[config.mk]
export PLATFORM = sky130hd
export DESIGN_NAME = fb_write_arbiter
export DESIGN_NICKNAME = d
export VERILOG_FILES = /design/src/rtl/fb_arb_pkg.sv /design/src/rtl/fb_wr_fifo.sv /design/src/rtl/fb_write_arbiter.sv
export SDC_FILE = /design/constraint.sdc
export NUM_CORES = 1
export LEC_CHECK = 0
export CORE_MARGIN = 3
export CORE_UTILIZATION = 50
export DETAILED_ROUTE_END_ITERATION = 8
export GPL_TIMING_DRIVEN = 0
export PLACE_DENSITY = 0.83
export SYNTH_ARGS = -nofsm -noshare
export SYNTH_HDL_FRONTEND = slang
export SYNTH_SLANG_ARGS = --single-unit
export TNS_END_PERCENT = 100
[constraint.sdc]
create_clock -name vga_clk -period 6.7 [get_ports vga_clk]
set_input_delay 1.005 -clock vga_clk [delete_from_list [all_inputs] [get_ports vga_clk]]
set_output_delay 1.005 -clock vga_clk [all_outputs]
set_load 0.02 [all_outputs]
[src/rtl/fb_arb_pkg.sv]
// fb_arb_pkg: sequencer states, framebuffer geometry and address range check
package fb_arb_pkg;

    typedef enum logic [1:0] {IDLE, CLR_PEND, CLEAR} state_e;

    localparam logic [11:0] FB_BASE  = 12'hE00;
    localparam int          FB_WORDS = 300;

    function automatic logic fb_in_range(
        input logic [31:0] addr,
        input logic [31:0] base,
        input logic [31:0] words
    );
        return (addr >= base) && (addr < base + words);
    endfunction

endpackage

[src/rtl/fb_wr_fifo.sv]
// fb_wr_fifo: synchronous store queue with level output and same-cycle push/pop
module fb_wr_fifo #(
    parameter int  W     = 44,
    parameter int  DEPTH = 8,
    localparam int LVL_W = $clog2(DEPTH) + 1
) (
    input  logic             clk_i,
    input  logic             rst_i,
    input  logic             push_i,
    input  logic             pop_i,
    input  logic [W-1:0]     wdata_i,
    output logic [W-1:0]     rdata_o,
    output logic             full_o,
    output logic             empty_o,
    output logic [LVL_W-1:0] level_o
);

    localparam int PTR_W = $clog2(DEPTH);

    logic [W-1:0]     mem_q [DEPTH];
    logic [PTR_W-1:0] wr_q, rd_q;
    logic [LVL_W-1:0] level_q;

    always_ff @(posedge clk_i) begin
        if (push_i) mem_q[wr_q] <= wdata_i;
    end

    always_ff @(posedge clk_i) begin
        if (rst_i) begin
            wr_q    <= '0;
            rd_q    <= '0;
            level_q <= '0;
        end else begin
            wr_q    <= wr_q + PTR_W'(push_i);
            rd_q    <= rd_q + PTR_W'(pop_i);
            level_q <= level_q + LVL_W'(push_i) - LVL_W'(pop_i);
        end
    end

    assign rdata_o = mem_q[rd_q];
    assign full_o  = level_q == LVL_W'(DEPTH);
    assign empty_o = level_q == '0;
    assign level_o = level_q;

endmodule

[src/rtl/fb_write_arbiter.sv]
// fb_write_arbiter: shares the framebuffer RAM between VGA scan-out, queued
// processor stores and a screen-clear fill sequencer
module fb_write_arbiter #(
    parameter int                ADDR_W     = 12,
    parameter int                DATA_W     = 32,
    parameter logic [ADDR_W-1:0] FB_BASE    = ADDR_W'(fb_arb_pkg::FB_BASE),
    parameter int                FB_WORDS   = fb_arb_pkg::FB_WORDS,
    parameter int                FIFO_DEPTH = 8,
    localparam int               LVL_W      = $clog2(FIFO_DEPTH) + 1
) (
    input  logic              vga_clk,
    input  logic              reset,
    input  logic              vga_active,
    input  logic [ADDR_W-1:0] vga_addr,
    output logic [DATA_W-1:0] vga_rdata,
    input  logic              cpu_wr_valid,
    output logic              cpu_wr_ready,
    input  logic [ADDR_W-1:0] cpu_wr_addr,
    input  logic [DATA_W-1:0] cpu_wr_data,
    output logic              cpu_wr_err,
    input  logic              clr_start,
    input  logic [DATA_W-1:0] clr_data,
    output logic              clr_busy,
    output logic              clr_done,
    output logic [LVL_W-1:0]  fifo_level,
    output logic [ADDR_W-1:0] mem_addr,
    output logic [DATA_W-1:0] mem_wdata,
    output logic              mem_we,
    input  logic [DATA_W-1:0] mem_rdata
);

    import fb_arb_pkg::*;

    localparam int PTR_W = $clog2(FB_WORDS);

    state_e            state_q, state_d;
    logic [LVL_W-1:0]  pend_q, pend_d;
    logic [PTR_W-1:0]  ptr_q, ptr_d;
    logic [DATA_W-1:0] fill_q, fill_d;
    logic              err_q, done_q, done_d;
    logic              accept, in_fb, push, pop, blank, full, empty;
    logic [ADDR_W-1:0] head_addr;
    logic [DATA_W-1:0] head_data;

    assign in_fb        = fb_in_range(32'(cpu_wr_addr), 32'(FB_BASE), 32'(FB_WORDS));
    assign cpu_wr_ready = ~full & ~reset;
    assign accept       = cpu_wr_valid & cpu_wr_ready;
    assign push         = accept & in_fb;
    assign blank        = ~reset & ~vga_active;

    fb_wr_fifo #(
        .W     (ADDR_W + DATA_W),
        .DEPTH (FIFO_DEPTH)
    ) u_fifo (
        .clk_i   (vga_clk),
        .rst_i   (reset),
        .push_i  (push),
        .pop_i   (pop),
        .wdata_i ({cpu_wr_addr, cpu_wr_data}),
        .rdata_o ({head_addr, head_data}),
        .full_o  (full),
        .empty_o (empty),
        .level_o (fifo_level)
    );

    always_comb begin
        state_d   = state_q;
        pend_d    = pend_q;
        ptr_d     = ptr_q;
        fill_d    = fill_q;
        done_d    = 1'b0;
        pop       = 1'b0;
        mem_we    = 1'b0;
        mem_addr  = vga_addr;
        mem_wdata = head_data;
        unique case (state_q)
            IDLE: begin
                pop = blank & ~empty;
                // Entries still queued when the clear is requested must land before the fill
                if (clr_start) begin
                    fill_d  = clr_data;
                    pend_d  = fifo_level + LVL_W'(push) - LVL_W'(pop);
                    state_d = CLR_PEND;
                end
            end
            CLR_PEND: begin
                pop    = blank & (pend_q != '0);
                pend_d = pend_q - LVL_W'(pop);
                if (pend_q == '0) begin
                    ptr_d   = '0;
                    state_d = CLEAR;
                end
            end
            CLEAR: begin
                if (blank) begin
                    mem_we    = 1'b1;
                    mem_addr  = FB_BASE + ADDR_W'(ptr_q);
                    mem_wdata = fill_q;
                    ptr_d     = ptr_q + 1'b1;
                    if (ptr_q == PTR_W'(FB_WORDS - 1)) begin
                        ptr_d   = '0;
                        done_d  = 1'b1;
                        state_d = IDLE;
                    end
                end
            end
            default: state_d = IDLE;
        endcase
        if (pop) begin
            mem_we   = 1'b1;
            mem_addr = head_addr;
        end
    end

    always_ff @(posedge vga_clk) begin
        if (reset) begin
            state_q <= IDLE;
            pend_q  <= '0;
            ptr_q   <= '0;
            fill_q  <= '0;
            err_q   <= 1'b0;
            done_q  <= 1'b0;
        end else begin
            state_q <= state_d;
            pend_q  <= pend_d;
            ptr_q   <= ptr_d;
            fill_q  <= fill_d;
            err_q   <= accept & ~in_fb;
            done_q  <= done_d;
        end
    end

    assign vga_rdata  = mem_rdata;
    assign cpu_wr_err = err_q;
    assign clr_done   = done_q;
    assign clr_busy   = state_q != IDLE;

endmodule

=== Yosys cells after proc, flatten, opt, wreduce, memory -nomap -nowiden ===
Memories as Yosys holds them, arrays and structs flattened. A register that Yosys moved wholly into a read port is not among the register bits.
Index checks and enable logic that the tools add are counted.

* Bits in registers: 59
* Bits in latches: 0
* RAM bits: 352
* Bits in read-only memories: 0
* Input bits: 125
* Logic and storage cells: 79
* Memories: 1

{| class="wikitable"
|+ Memory list
! memory !! depth !! width !! rd ports !! clocked after memory_dff !! write ports !! RTL line !! RTL
|-
| u_fifo.mem_q || 8 || 44 || 1 || 1 || 1 || fb_wr_fifo.sv:20 || <nowiki>logic [W-1:0] mem_q [DEPTH];</nowiki>
|}

* $add $sub $neg: 8
* Multiply operators: 0
* Divide/modulo/power cells: 0
* Magnitude comparators: 2
* Equality and inequality tests: 8
* Shift operators: 0
* Mux-type cells: 24
* Bitwise operators: 14
* Reductions and logical operators: 13

{| class="wikitable"
|+ Operators by type and width
! cell !! number
|-
| 32-bit two-way mux || 2
|-
| 12-bit two-way mux || 3
|-
| 9-bit two-way mux || 3
|-
| 9-bit one-hot mux with 2 select lines || 1
|-
| 12-bit >= comparator (second input constant) || 1
|-
| 12-bit < comparator (second input constant) || 1
|-
| 4-bit by 1-bit subtractor with 4-bit output || 3
|-
| 10-bit by 10-bit adder with 11-bit output (first input constant) || 1
|-
| 9-bit by 1-bit adder with 9-bit output (second input constant) || 1
|-
| 9-bit equality test (second input constant) || 1
|-
| 4-bit logical NOT || 2
|-
| 2-bit two-way mux || 4
|-
| 2-bit inequality test (second input constant) || 4
|-
| 4-bit one-hot mux with 2 select lines || 1
|-
| 1-bit bitwise AND || 7
|-
| 1-bit NOT || 7
|-
| 3-bit by 1-bit adder with 3-bit output || 2
|-
| 1-bit two-way mux || 6
|-
| 2-bit one-hot mux with 3 select lines || 1
|-
| 2-bit nonzero test || 3
|-
| 4-bit by 1-bit adder with 4-bit output || 1
|-
| 4-bit equality test (second input constant) || 1
|-
| 4-bit two-way mux || 1
|-
| 2-bit AND reduction || 2
|-
| 10 further kinds || 10
|}

=== Longest topological paths before layout ===
* Depth after elaboration: 9
* Mapped depth: 11

=== Cells and area by module ===
From an unflattened synthesis, not the netlist that was laid out.

* Cells, all modules: 945
* Area total of the unflattened synthesis: 16,874.9 um^2

{| class="wikitable"
|+ By module, submodules not included
! module !! times used !! cells each !! area each (um^2) !! sequential area each (um^2)
|-
| fb_wr_fifo || 1 || 570 || 13,799.5 || 10,770.3
|-
| fb_write_arbiter || 1 || 375 || 3,075.4 || 980.9
|}

=== Worst setup path after synthesis ===
Ideal clock, no wire load.

* Path kind: input to register
* Start point: input reset
* End point: memory u_fifo.mem_q[0][0], enable pin
* Arrival time: 6.509 ns
* Setup slack: -0.379 ns
* Cell stages on the path: 4
* Buffers on the path: 1
* Cell sequence: clkbuf_1 -> a21oi_1 -> nand2_1 -> nor4b_1

* Word-level cells in the longest chain between the ends: 6

{| class="wikitable"
|+ Ends and longest elaborated chain
! element !! RTL line !! RTL
|-
| start, declared || fb_write_arbiter.sv:12 || <nowiki>input logic reset,</nowiki>
|-
| 1-bit NOT || fb_write_arbiter.sv:46 || <nowiki>assign cpu_wr_ready = ~full & ~reset;</nowiki>
|-
| 1-bit bitwise AND || fb_write_arbiter.sv:46 ||
|-
| named net cpu_wr_ready || fb_write_arbiter.sv:17 || <nowiki>output logic cpu_wr_ready,</nowiki>
|-
| 1-bit bitwise AND || fb_write_arbiter.sv:47 || <nowiki>assign accept = cpu_wr_valid & cpu_wr_ready;</nowiki>
|-
| 1-bit bitwise AND || fb_write_arbiter.sv:48 || <nowiki>assign push = accept & in_fb;</nowiki>
|-
| 1-bit two-way mux || fb_wr_fifo.sv:25 || <nowiki>if (push_i) mem_q[wr_q] <= wdata_i;</nowiki>
|-
| 1-bit two-way mux (implied by the code) || fb_wr_fifo.sv:25 ||
|-
| end, declared || fb_wr_fifo.sv:20 ||
|}

The timed path passes the listed nets, and every way through them passes these cells.

=== Final worst setup path ===
* Start point: input reset
* End point: output mem_wdata[27]

* Word-level cells in the longest chain between the ends: 4

{| class="wikitable"
|+ Ends and longest elaborated chain
! element !! RTL line !! RTL
|-
| 1-bit NOT || fb_write_arbiter.sv:49 || <nowiki>assign blank = ~reset & ~vga_active;</nowiki>
|-
| 1-bit bitwise AND || fb_write_arbiter.sv:49 ||
|-
| 32-bit two-way mux || fb_write_arbiter.sv:95 || <nowiki>if (blank) begin</nowiki>
|-
| 32-bit two-way mux || fb_write_arbiter.sv:76 || <nowiki>unique case (state_q)</nowiki>
|-
| end, declared || fb_write_arbiter.sv:27 || <nowiki>output logic [DATA_W-1:0] mem_wdata,</nowiki>
|}

No other way between the ends.

==> qor.txt <==
GRT overflow: 0
Initial antenna violation count: 4
Post-route setup TNS: 0 ns
Yosys reg bits: 411
CTS buffer count: 41
Port buffer count: 177
Final Setup Violations: 0
Pwr/cell area: 261.2 mW/mm²
Main synth FF type: edfxtp_1
Nets: 1368
Pleak: 6.857 nW
Maximum root-to-sink buffer count: 3
Worst Clk Skew: 0.02282 ns
Synth top area cells: edfxtp_1 (64%), mux4_2 (12%), dfxtp_1 (7.1%)
Total power: 5.397 mW
GRT Resource Usage Total: 23.01%
Final RePlAce weighted congestion: 0.8331
Unrepaired setup endpoints after global routing: false
CTS tree: yes
Slew margin rel.: 18.67%
Post-DP Area: 0.01937 mm²
Synthesized area: 0.01652 mm²
Syn Nets: 1099
First drt pass iteration count: 7
Final period util: 83.56%
CP Capture Type: output port
Outcome: finished clean
Die width: 187.8 µm
Hold-fix buffer count after cts: 0
Synthesized instance count: 961
Critical hold path startpoint: fill_q[21]
Post-synth EDFFs: 352
Critical path class: input port to output port
Non-filler cells, final: 1697
CTS Sinks: 411
Resized Gates After CTS: 0
Vias in the first global route: 10452
DR WL/cell: 23.86 µm
Yosys warnings: 0
Die area: 0.03526 mm²
Core Rows: 65
Syn_area_per_cell: 17.19 µm²
Post-synth top area share: 63.98%
Final Hold Viols: 0
VDD IR max: 161.1 µV
R2r setup slk: 3.62 ns
CP max FO: 10
Avg Vias per Cell: 5.868
FFs w/ async S/R, synth: 0%
Residual DRC: 0
Max Cap Viol: 0
Worst Hold Depth: 2
Root Buffer Master: clkbuf_16
Post-CTS Setup Bufs: 0
Placed insts: 1621
FILL cells: 2148
Area leader, netlist: edfxtp_1
Max-slew violation count: 0
Measured slew at the worst slew-check pin: 1.215 ns
Synth unique cells: 44
R2R depth: 6
Layout cell share with drive strength beyond 1: 21.65%
Crit path launch type: input port
Post-route ant nets: 0
Core area: 0.03204 mm²
I/O Pins: 210
First DRT Iteration DRCs: 1050
Min cycle time layout: 5.598 ns
Initial cell density of the core: 51.56%
Via count: 9958
Htree depth: 2
Hold Path End: fill_q[21]
Overall die height: 187.8 µm
Worst r2r dst: u_fifo.mem_q[0][29]
Reg clk slew, reported paths: 0.06 ns
First-pass GRT wire length: 61.43 mm
Hold WC Path Type: flop to flop
Largest net degree at the start of global routing: 16
HPWL after DPL: 28.00 mm
Post-route cell area: 0.02066 mm²
Clock latency on the worst-skew pair: 0.53 ns
Part of the Yosys area used for sequential elements: 71.13%
Critical R2R Launch: u_fifo.level_o[2]
DRT Wirelength: 40.49 mm
Synthesis-to-layout area growth: 25.08%
Crit path DAT: 4.59 ns
Peak Freq: 178.6 MHz
CP Data Required Time: 5.69 ns
## through the flow
| stage | util [%] | worst slack [ns] | hold slack, ns |
|---|---|---|---|
| 2_1_floorplan | - | -0.05975 | 0.4367 |
| 5_1_grt | 64.49 | 0.9526 | 0.4824 |
| 3_5_place_dp | 60.44 | 1.216 | 0.4477 |
| 3_3_place_gp | 58.81 | -5.009 | 0.4422 |
| 4_1_cts | 64.46 | 1.153 | 0.4557 |
| 6_report | 64.49 | 1.102 | 0.4570 |
## power breakdown
group          internal, mW  total (mW)  switching [mW]
Clock                  1.26        2.19           0.927
Sequential             2.79        2.81          0.0145
Combinational         0.186       0.398           0.213
## state kept, by name (all words and copies together) (netlist names)
register and count:
fill_q 32, clr_done 1, pend_q 4, state_q 2, ptr_q 9, cpu_wr_err 1
u_fifo.wr_q 3, u_fifo.rd_q 3, u_fifo.mem_q 352, u_fifo.level_o 4
## cells by family after synthesis
group / share of synthesized area (%)
and+or+nand+nor: 5.105
buffers and inverters: 3.045
AOI/OAI and AO/OA: 3.241
muxes: 16.02
adders and majority gates: 0.9846
DFF: 71.13
xor gates and xnor gates: 0.4772
## worst max-delay path, cell delays in order
cell and delay, ns:
clkdlybuf4s50_1 0.53, clkbuf_1 0.59, nor2_1 0.16, nand2_1 0.28, clkbuf_1 0.47, clkbuf_1 0.49, nor2_1 0.11, a21oi_1 0.28
clkdlybuf4s50_1 0.67
## cell type report
class / instances / area [µm²] / area share, %
flip-flops and latches: 411 / 11750 / 56.87
multi-input cells: 457 / 4327 / 20.94
repair buffers: 226 / 2248 / 10.88
clock buffers: 58 / 1172 / 5.674
well taps: 435 / 544.3 / 2.634
plain buffers: 84 / 469.2 / 2.271
clock inverters: 16 / 115.1 / 0.5571
inverters: 9 / 33.78 / 0.1635
diodes: 1 / 2.502 / 0.01211
## routing by layer
metal	up-vias	routed length (µm)	global-route usage, %
li1	4263	-	-
met1	4968	15170	30.18
met2	635	19830	37.85
met3	86	4422	6.151
met4	6	1026	7.504
met5	-	34	0
## placed cells by master, fill, tap and decap left out, drive strengths merged, types with 2 or more instances in the layout
master | Yosys | final
o21ai | 6 | 6
nand4 | 2 | 2
nor2 | 56 | 56
nor3 | 6 | 6
or4 | 4 | 4
nor4 | 6 | 6
nor2b | 8 | 8
clkdlybuf4s50 | 0 | 177
clkbuf | 23 | 81
buf | 61 | 110
dfxtp | 59 | 59
ha | 13 | 13
xor2 | 6 | 6
inv | 9 | 10
or3 | 3 | 3
o22ai | 2 | 2
mux4 | 88 | 88
mux2i | 66 | 66
nand2b | 3 | 3
clkinv | 0 | 10
nand3 | 7 | 7
o31ai | 5 | 5
clkinvlp | 0 | 4
edfxtp | 352 | 352
xnor2 | 3 | 3
a21oi | 78 | 78
nand2 | 76 | 76
nor3b | 4 | 4
nor4b | 3 | 3
## how the worst max path moves through the flow
stage	start	slack, ns	endpoint
after floorplan	reset	-0.06	u_fifo.mem_q[6][0]
after global placement	cpu_wr_addr[2]	-5.01	u_fifo.mem_q[6][8]
after detailed placement	reset	1.22	mem_wdata[27]
after CTS	reset	1.15	mem_wdata[27]
after global routing	reset	0.95	mem_wdata[27]
final	reset	1.10	mem_wdata[27]
## synthesized netlist by cell type, types with 2 or more instances
cell / instances
nor4_1: 5
o22ai_1: 2
nor4b_1: 2
mux4_2: 88
nand2b_1: 3
xor2_1: 6
or4_1: 4
nand4_1: 2
a21oi_1: 78
nor2b_1: 8
ha_1: 13
nor2_1: 56
o31ai_1: 5
nand2_1: 76
nor3b_1: 4
nand3_1: 7
edfxtp_1: 352
o21ai_0: 5
mux2i_1: 65
clkbuf_1: 23
dfxtp_1: 59
nor3_1: 6
buf_2: 27
inv_1: 9
buf_1: 2
buf_4: 32
or3_1: 3
xnor2_1: 3
(Power assumes the default switching activity.)
